## src/rtl/button_conditioner.sv

```systemverilog
// ---------------------------------------------------------------------------
// button_conditioner
//   Turns the three raw, active-low push buttons into the clean controls used
//   by the Mario movement stage. Each key goes through a 2-flop synchronizer
//   and a counter-based debouncer. The debounced levels are then registered.
//   The jump channel also passes through a gate. The gate bounds how long
//   jump stays asserted per press, and it only re-arms after a release.
//
//   Parameters
//     DEBOUNCE_CYCLES   consecutive stable synced cycles to accept a change (>=1)
//     JUMP_HOLD_CYCLES  maximum cycles jump stays asserted per press (>=1)
//
//   Ports
//     vga_clock    in   sole clock, rising edge
//     reset        in   asynchronous, active-low reset
//     key_left_n   in   raw left key, 0 = pressed
//     key_right_n  in   raw right key, 0 = pressed
//     key_jump_n   in   raw jump key, 0 = pressed
//     left         out  debounced left request, active-high
//     right        out  debounced right request, active-high
//     jump         out  gated jump request, active-low (the mover inverts it)
//     jump_pulse   out  one-cycle strobe on each accepted jump press
//
//   Build option
//     BUTTON_CONDITIONER_LR_EXCLUSIVE_EN : when defined, left/right are made
//     mutually exclusive. The most recently pressed direction wins. If both
//     are accepted on the same cycle, neither is output until one is released.
// ---------------------------------------------------------------------------

// Per-key synchronizer + debouncer. The output is the accepted level (1 = pressed).
module button_conditioner_debounce #(
  parameter int DEBOUNCE_CYCLES = 250000
) (
  input  logic i_clk,
  input  logic i_rst_n,
  input  logic i_key_n,
  output logic o_level
);

  localparam int CNT_W = $clog2(DEBOUNCE_CYCLES + 1);
  localparam logic [CNT_W-1:0] CNT_LAST = CNT_W'(DEBOUNCE_CYCLES - 1);
  localparam logic [CNT_W-1:0] CNT_MAX  = '1;

  localparam logic [1:0] S_RELEASED     = 2'd0;
  localparam logic [1:0] S_PRESS_PEND   = 2'd1;
  localparam logic [1:0] S_PRESSED      = 2'd2;
  localparam logic [1:0] S_RELEASE_PEND = 2'd3;

  logic             r_sync1;
  logic             r_sync2;
  logic [1:0]       r_state;
  logic [1:0]       w_state_nxt;
  logic [CNT_W-1:0] r_cnt;
  logic [CNT_W-1:0] w_cnt_nxt;
  logic             w_pressed;

  // Synchronizer flops come out of reset as "released". A key that is held
  // through reset then shows up as a fresh press and has to debounce fully.
  always_ff @(posedge i_clk or negedge i_rst_n) begin
    if (!i_rst_n) begin
      r_sync1 <= 1'b1;
      r_sync2 <= 1'b1;
    end else begin
      // NOTE: non-blocking assignments make the two flops a real 2-stage chain;
      // blocking ones would collapse it into a single stage.
      r_sync1 <= i_key_n;
      r_sync2 <= r_sync1;
    end
  end

  assign w_pressed = ~r_sync2;

  always_comb begin
    // NOTE: every always_comb output gets a default first so that no path
    // leaves it unassigned, which would infer a latch.
    w_state_nxt = r_state;
    w_cnt_nxt   = r_cnt;
    case (r_state)
      S_RELEASED: begin
        if (w_pressed) begin
          w_state_nxt = S_PRESS_PEND;
          w_cnt_nxt   = '0;
        end
      end
      S_PRESS_PEND: begin
        if (!w_pressed) begin
          w_state_nxt = S_RELEASED;
          w_cnt_nxt   = '0;
        end else if (r_cnt == CNT_LAST) begin
          w_state_nxt = S_PRESSED;
          w_cnt_nxt   = '0;
        end else if (r_cnt != CNT_MAX) begin
          w_cnt_nxt = r_cnt + CNT_W'(1);
        end
      end
      S_PRESSED: begin
        if (!w_pressed) begin
          w_state_nxt = S_RELEASE_PEND;
          w_cnt_nxt   = '0;
        end
      end
      S_RELEASE_PEND: begin
        if (w_pressed) begin
          w_state_nxt = S_PRESSED;
          w_cnt_nxt   = '0;
        end else if (r_cnt == CNT_LAST) begin
          w_state_nxt = S_RELEASED;
          w_cnt_nxt   = '0;
        end else if (r_cnt != CNT_MAX) begin
          w_cnt_nxt = r_cnt + CNT_W'(1);
        end
      end
      default: begin
        w_state_nxt = S_RELEASED;
        w_cnt_nxt   = '0;
      end
    endcase
  end

  always_ff @(posedge i_clk or negedge i_rst_n) begin
    if (!i_rst_n) begin
      r_state <= S_RELEASED;
      r_cnt   <= '0;
    end else begin
      r_state <= w_state_nxt;
      r_cnt   <= w_cnt_nxt;
    end
  end

  assign o_level = (r_state == S_PRESSED) || (r_state == S_RELEASE_PEND);

endmodule


module button_conditioner #(
  parameter int DEBOUNCE_CYCLES  = 250000,
  parameter int JUMP_HOLD_CYCLES = 12500000
) (
  input  logic vga_clock,
  input  logic reset,
  input  logic key_left_n,
  input  logic key_right_n,
  input  logic key_jump_n,
  output logic left,
  output logic right,
  output logic jump,
  output logic jump_pulse
);

  localparam int HOLD_W = $clog2(JUMP_HOLD_CYCLES + 1);
  localparam logic [HOLD_W-1:0] HOLD_LAST = HOLD_W'(JUMP_HOLD_CYCLES - 1);

  localparam logic [1:0] J_IDLE    = 2'd0;
  localparam logic [1:0] J_HOLD    = 2'd1;
  localparam logic [1:0] J_LOCKOUT = 2'd2;

  logic              w_db_left;
  logic              w_db_right;
  logic              w_db_jump;
  logic              w_left_nxt;
  logic              w_right_nxt;

  logic [1:0]        r_jstate;
  logic [1:0]        w_jstate_nxt;
  logic [HOLD_W-1:0] r_hold_cnt;
  logic [HOLD_W-1:0] w_hold_nxt;
  logic              r_db_jump_prev;
  logic              w_jump_rise;
  logic              w_pulse_nxt;

  logic              r_left;
  logic              r_right;
  logic              r_jump;
  logic              r_jump_pulse;

  button_conditioner_debounce #(.DEBOUNCE_CYCLES(DEBOUNCE_CYCLES)) u_db_left (
    .i_clk   (vga_clock),
    .i_rst_n (reset),
    .i_key_n (key_left_n),
    .o_level (w_db_left)
  );

  button_conditioner_debounce #(.DEBOUNCE_CYCLES(DEBOUNCE_CYCLES)) u_db_right (
    .i_clk   (vga_clock),
    .i_rst_n (reset),
    .i_key_n (key_right_n),
    .o_level (w_db_right)
  );

  button_conditioner_debounce #(.DEBOUNCE_CYCLES(DEBOUNCE_CYCLES)) u_db_jump (
    .i_clk   (vga_clock),
    .i_rst_n (reset),
    .i_key_n (key_jump_n),
    .o_level (w_db_jump)
  );

  // ---------------- left / right ----------------
`ifdef BUTTON_CONDITIONER_LR_EXCLUSIVE_EN
  localparam logic [1:0] OWN_NONE  = 2'd0;
  localparam logic [1:0] OWN_LEFT  = 2'd1;
  localparam logic [1:0] OWN_RIGHT = 2'd2;

  logic       r_db_left_prev;
  logic       r_db_right_prev;
  logic [1:0] r_owner;
  logic [1:0] w_owner_nxt;
  logic       w_left_rise;
  logic       w_right_rise;

  assign w_left_rise  = w_db_left  & ~r_db_left_prev;
  assign w_right_rise = w_db_right & ~r_db_right_prev;

  // The owner is the most recently accepted direction. It is resolved in the
  // same cycle the press is accepted, so exclusivity adds no latency.
  always_comb begin
    w_owner_nxt = r_owner;
    if (w_left_rise && w_right_rise) begin
      w_owner_nxt = OWN_NONE;
    end else if (w_left_rise) begin
      w_owner_nxt = OWN_LEFT;
    end else if (w_right_rise) begin
      w_owner_nxt = OWN_RIGHT;
    end
  end

  // A lone held direction always passes. Ownership only matters when both are held.
  assign w_left_nxt  = w_db_left  & (~w_db_right | (w_owner_nxt == OWN_LEFT));
  assign w_right_nxt = w_db_right & (~w_db_left  | (w_owner_nxt == OWN_RIGHT));

  always_ff @(posedge vga_clock or negedge reset) begin
    if (!reset) begin
      r_db_left_prev  <= 1'b0;
      r_db_right_prev <= 1'b0;
      r_owner         <= OWN_NONE;
    end else begin
      r_db_left_prev  <= w_db_left;
      r_db_right_prev <= w_db_right;
      r_owner         <= w_owner_nxt;
    end
  end
`else
  assign w_left_nxt  = w_db_left;
  assign w_right_nxt = w_db_right;
`endif

  // ---------------- jump gate ----------------
  assign w_jump_rise = w_db_jump & ~r_db_jump_prev;

  always_comb begin
    w_jstate_nxt = r_jstate;
    w_hold_nxt   = r_hold_cnt;
    w_pulse_nxt  = 1'b0;
    case (r_jstate)
      J_IDLE: begin
        if (w_jump_rise) begin
          w_jstate_nxt = J_HOLD;
          w_hold_nxt   = '0;
          w_pulse_nxt  = 1'b1;
        end
      end
      J_HOLD: begin
        // A release takes priority over the window expiring.
        if (!w_db_jump) begin
          w_jstate_nxt = J_IDLE;
        end else if (r_hold_cnt == HOLD_LAST) begin
          w_jstate_nxt = J_LOCKOUT;
        end else begin
          w_hold_nxt = r_hold_cnt + HOLD_W'(1);
        end
      end
      J_LOCKOUT: begin
        if (!w_db_jump) begin
          w_jstate_nxt = J_IDLE;
        end
      end
      default: begin
        w_jstate_nxt = J_IDLE;
        w_hold_nxt   = '0;
      end
    endcase
  end

  always_ff @(posedge vga_clock or negedge reset) begin
    if (!reset) begin
      r_jstate       <= J_IDLE;
      r_hold_cnt     <= '0;
      r_db_jump_prev <= 1'b0;
      r_left         <= 1'b0;
      r_right        <= 1'b0;
      r_jump         <= 1'b1;
      r_jump_pulse   <= 1'b0;
    end else begin
      r_jstate       <= w_jstate_nxt;
      r_hold_cnt     <= w_hold_nxt;
      r_db_jump_prev <= w_db_jump;
      r_left         <= w_left_nxt;
      r_right        <= w_right_nxt;
      // jump is registered from the next gate state. It therefore changes
      // on the same edge as the gate transition.
      r_jump         <= (w_jstate_nxt != J_HOLD);
      r_jump_pulse   <= w_pulse_nxt;
    end
  end

  assign left       = r_left;
  assign right      = r_right;
  assign jump       = r_jump;
  assign jump_pulse = r_jump_pulse;

endmodule

```

## config.mk

```make
export PLATFORM = sky130hd
export DESIGN_NAME = button_conditioner
export DESIGN_NICKNAME = d
export VERILOG_FILES = /design/src/rtl/button_conditioner.sv
export SDC_FILE = /design/constraint.sdc
export NUM_CORES = 1
export LEC_CHECK = 0
export BUFFER_PORTS_ARGS = -buffer_cell sky130_fd_sc_hd__buf_2
export CAP_MARGIN = 20
export CELL_PAD_IN_SITES_DETAIL_PLACEMENT = 0
export CELL_PAD_IN_SITES_GLOBAL_PLACEMENT = 1
export CORE_MARGIN = 10
export CORE_UTILIZATION = 51
export CTS_BUF_LIST = sky130_fd_sc_hd__clkbuf_8
export DETAILED_ROUTE_END_ITERATION = 10
export PLACE_DENSITY_LB_ADDON = 0.1
export RECOVER_POWER = 100
export SLEW_MARGIN = 20
export SYNTH_ARGS = -nofsm -noshare
export SYNTH_HDL_FRONTEND = slang
export SYNTH_SLANG_ARGS = --single-unit
```

## constraint.sdc

```tcl
create_clock -name vga_clock -period 2.6 [get_ports vga_clock]
set_input_delay 0.52 -clock vga_clock [delete_from_list [all_inputs] [get_ports vga_clock]]
set_output_delay 0.52 -clock vga_clock [all_outputs]
set_load 0.005 [all_outputs]
```

Word-level counts from Yosys, hierarchy flattened
Index checks and enable logic that the tools add are counted.
Operators by class
  $add $sub $neg: 4
  equal/unequal tests: 34
  muxes and demuxes: 53
  bitwise logic cells: 3
  reduce and logical (&&, ||, !) cells: 14
Operator list (count)
  $mux W18: 18
  $pmux W18 S4: 3
  $mux W24: 3
  $pmux W24 S3: 1
  $add A18 B1 Y18 const B: 3
  $eq A18 B18 Y1 const B: 3
  $ne A18 B18 Y1 const B: 3
  $mux W2: 22
  $add A24 B1 Y24 const B: 1
  $eq A24 B24 Y1 const B: 1
  $pmux W2 S4: 3
  $reduce_and A4 Y1: 4
  $eq A2 B2 Y1 const B: 7
  $ne A2 B2 Y1 const B: 6
  $ne A3 B1 Y1 const B: 3
  $ne A3 B3 Y1 const B: 3
  $eq A2 B1 Y1 const B: 4
  $logic_not A2 Y1: 4
  $ne A2 B1 Y1 const B: 4
  $pmux W2 S3: 1
  $reduce_and A2 Y1: 3
  $logic_or A1 B1 Y1: 3
  $mux W1: 2
  $not A1 Y1: 2
  $and A1 B1 Y1: 1
Storage, ports and cells
  flip-flop bits (word level): 97

Depth between registers and ports, before layout
  depth in word-level cells: 6
  mapped depth: 8
  mapped depth without buffers: 6

Hierarchy
From an unflattened synthesis, not the netlist that was laid out.
Unflattened totals
  cell total of the unflattened synthesis: 584
  area, all modules: 5450.2 µm²
By module, submodules not included
  button_conditioner_debounce (u_db_jump ...): times used 2, cells an instance 136, area an instance 1238.7 µm², sequential area each 553.0 µm²
  button_conditioner: times used 1, cells an instance 163, area an instance 1611.5 µm², sequential area each 777.0 µm²
  button_conditioner_debounce (u_db_right): times used 1, cells an instance 149, area an instance 1361.3 µm², sequential area each 553.0 µm²

Worst setup path before layout
Ideal clock, no wire load.
  path kind: register to register
  start: register u_db_jump.r_cnt[0]
  end: register u_db_jump.r_cnt[9]
  setup time: 82 ps
  arrival time: 1769 ps
  data required time: 2518 ps
  setup slack: 749 ps
  stages on the path, launching flop included: 8
  buffers on the path: 1
  clock period less this slack: 1851 ps
  cells stage by stage: dfrtp_1 -> ha_1 -> nand3_1 -> nor2_1 -> a31oi_1 -> buf_2 -> a31oi_1 -> a31oi_1
Between the ends
  longest elaborated chain between the ends: 5
  elaborated cells on any way between the ends: 8
  those cells by class: 1 x add/sub; 2 x eq/ne; 5 x mux
Ends and longest elaborated chain
  from (decl): RTL line 53  | logic [CNT_W-1:0] r_cnt;
  from (signal assigned): RTL line 126  | r_cnt <= w_cnt_nxt;
  $add A18 B1 Y18 / $ne A18 B18 Y1 (equally long branches)
  $mux W18: RTL line 92, 109
  $mux W18 *: RTL line 106  | end else if (r_cnt == CNT_LAST) begin
  $mux W18, on equally long branches: RTL line 103, 86
  $pmux W18 S4 *: RTL line 78  | case (r_state)
Mark *: on every way between the ends. The rest lies on a longest branch, timed or not.
A chain may end at the register's enable or synchronous reset.

Final worst setup path
  start: register u_db_jump.r_cnt[0]
  end: register u_db_jump.r_cnt[1]
The elaborated chain is that of the path after synthesis.

==> summary.txt <==
Run status
  • Status: complete, but fails checks
  • Violated checks: max-capacitance violations, max-slew violations

Critical path
  • CP Capture Type: flip-flop
  • Setup CP Type: flip-flop to flip-flop
  • Crit path DAT: 2.60 ns
  • Critical path startpoint category: flip-flop
  • CP max FO: 20
  • Worst Path Required: 2.87 ns

Pwr
  • Pwr Total: 3.93 mW
  • Leakage power total: 2.23 nW
  • Cell area power density: 700 mW/mm^2
  • Maximum VDD drop: 0.703 mV

CTS
  • Hold_buf cts: 0
  • CTS resizes: 0
  • TritonCTS buffer count: 9
  • Clock root cell: clkbuf_8
  • H-tree levels: 3
  • Clock slew at reported path FFs: 0.09 ns
  • Clock Sinks: 97
  • Setup bufs post-CTS: 0
  • Longest Clk Path Bufs: 2
  • CTS tree: done
  • Clk Latency, worst-skew pair: 0.38 ns

Synth
  • Mean Syn Cell Area: 9.13 sq um
  • Post-synthesis register bit count: 97
  • Ys Warns: 0
  • Ys async rst share: 100%
  • Yosys cell types: 67
  • Sequential fraction of the synthesis area: 46.8%
  • Synth top area cells: dfrtp_1, a21oi_1, a31oi_1
  • Synthesized instance count: 570
  • Post-synth top flop: dfrtp_1
  • Post-synth EDFFs: 0
  • Net count after synthesis: 579
  • Netlist Area Pre-Place: 0.00521 sq mm
  • Synth area leader: dfrtp_1
  • Share of the synthesized area in the top cell type: 43.3%

Timing
  • Tmin final: 2.33 ns
  • Final worst-path cycle share: 89.8%
  • Final setup violation count: 0
  • Max Slew Vio Count: 40
  • RSZ-0062 raised after global routing: no
  • Final setup skew: 0.0143 ns
  • Hold_ws: 0.226 ns
  • Setup_tns: 0 ns
  • FMAX: 428 MHz
  • Slew margin rel.: -46.6%
  • Worst slew pin tran: 2.20 ns
  • Final Hold Vio Count: 0

Route
  • Drt total wl: 11600 um
  • Initial drt markers: 529
  • # DRC: 0
  • DR vias: 4508
  • Pre-antenna DRT Iters: 5
  • Routed wire per std cell: 16.3 um
  • Routed Antenna Nets: 0
  • Via density: 6.34

Place
  • GPL Wtd Cong: 0.866
  • Inst Count DP: 695
  • Buffers on Ports: 8
  • DP HPWL: 7890 um

Floorplan
  • Die height: 121 um
  • Die area: 0.0146 sq mm
  • Initial Util: 52.8%
  • Core Region: 0.00986 sq mm
  • Row count: 36
  • Die X: 121 um
  • Ports: 9

Global route
  • GR Overflow Total: 0
  • Antenna violations before repair: 0
  • Largest net degree at the start of global routing: 41
  • Vias in the first global route: 4255
  • First-pass GRT wire length: 20200 um
  • Global-route usage over all layers: 16.5%

Layout
  • N_diodes: 0
  • Share of layout cells above drive strength 1: 9.00%
  • Final core occ: 56.8%
  • Finished Layout Cells: 711
  • Layout Nets: 582
  • Area growth syn-to-layout: 7.67%

Flow run
  • Total of max-cap violations: 1

Hold path
  • HP Class: primary input to flip-flop
cells by family after synthesis:
logic type / Yosys count / synth area share, %
adder cells (fa/ha/maj): 4 / 0.961
buffers and inverters: 37 / 3.10
flip-flops: 97 / 46.8
XOR/XNOR: 9 / 1.51
AND/OR/NAND/NOR: 236 / 24.8
multiplexers: 2 / 0.385
AO/OA/AOI/OAI: 185 / 22.4
path summary, 6_finish.rpt:
path,slack (ns),cells past startpoint,from,endpoint
max,0.27,6,u_db_jump.r_cnt[0],u_db_jump.r_cnt[1]
min,0.23,1,key_left_n,u_db_left.r_sync1
max reg2reg,0.27,6,u_db_jump.r_cnt[0],u_db_jump.r_cnt[1]
min reg2reg,0.36,0,u_db_right.r_sync1,u_db_right.r_sync2
max in group asynchronous,0.55,2,reset,jump
min in group asynchronous,0.78,1,reset,u_db_right.r_cnt[13]
Yosys cell counts (2+ instances only):
| library cell | number |
|---|---|
| dfrtp_1 | 90 |
| a21oi_1 | 57 |
| nand2_1 | 45 |
| nor2_1 | 39 |
| o21ai_0 | 33 |
| a31oi_1 | 32 |
| nand3_1 | 32 |
| nand4_1 | 21 |
| or3_1 | 18 |
| nor3_1 | 15 |
| clkbuf_1 | 13 |
| and3_1 | 11 |
| inv_1 | 11 |
| buf_2 | 9 |
| o211ai_1 | 9 |
| and4_1 | 8 |
| o31ai_1 | 8 |
| a41oi_1 | 7 |
| dfstp_2 | 7 |
| a21o_1 | 6 |
| nor4_1 | 6 |
| nor4b_1 | 5 |
| o22a_1 | 5 |
| or2_2 | 5 |
| or4_1 | 5 |
| xnor2_1 | 5 |
| and2_1 | 4 |
| ha_1 | 4 |
| nand2b_1 | 4 |
| xor2_1 | 4 |
| a22o_1 | 3 |
| a31o_2 | 3 |
| a22oi_1 | 2 |
| a32o_1 | 2 |
| and3_2 | 2 |
| and4_2 | 2 |
| buf_1 | 2 |
| mux2i_1 | 2 |
| nor2b_1 | 2 |
| nor3b_1 | 2 |
| o21ai_1 | 2 |
| o22ai_1 | 2 |
| o41ai_1 | 2 |
registers in the layout, summed over array words and instances, names as in the netlist, 2 cells and up, named ones only:
register          flops
u_db_left.r_cnt      18
u_db_right.r_cnt     18
r_jstate              2
r_hold_cnt           24
u_db_jump.r_cnt      18
power breakdown:
part	leakage, nW	switching, mW	internal [mW]	total, mW
registers	1.30	0.133	1.66	1.79
clock network	0.124	0.532	0.660	1.19
logic	0.804	0.631	0.313	0.944
total	2.23	1.30	2.63	3.93
critical path, stage by stage, from the launching register on:
cell and delay [ns]:
dfrtp_1 0.41, ha_1 0.23, nand3_1 0.16, nor2_1 0.31, a31o_1 0.64, o21ai_0 0.24
a32o_1 0.24
stage by stage:
stage / setup WS [ns] / cell area [sq um]
final: 0.266 / 5610
after global routing: 0.0770 / 5610
after CTS: 0.366 / 5630
after detailed placement: 0.420 / 5390
after global placement: 0.445 / 5390
after floorplan: 0.749 / 5210
final cells by class:
type                       count  area (sq um)
clock inverter                 6           106
timing repair buffer          18           106
tap                          133           166
inverter                      11          41.3
clock buffer                  10           138
multi-input combinational    436          2610
fill                         886          4260
sequential                    97          2440
placed cells by master, fill, tap and decap left out, types with 7 or more instances in the layout:
master / n
a41oi_1: 7
clkbuf_8: 10
dfrtp_1: 90
and3_1: 11
clkbuf_1: 9
nand4_1: 21
a31oi_1: 32
a21oi_1: 56
nor2_1: 39
o31ai_1: 8
nand3_1: 32
o21ai_0: 33
nor3_1: 15
inv_1: 12
or3_1: 18
and4_1: 8
o211ai_1: 9
dfstp_2: 7
nand2_1: 45
metal layers:
metal	routed length (um)	vias to the layer above	track usage, %	part of all wire (%)
met4	116	0	5.20	1.0
met5	0	-	0	0
li1	-	2189	-	-
met1	5520	2204	21.6	48
met3	534	10	4.65	4.6
met2	5420	105	25.9	47
Power figures use the tool's default switching activity.
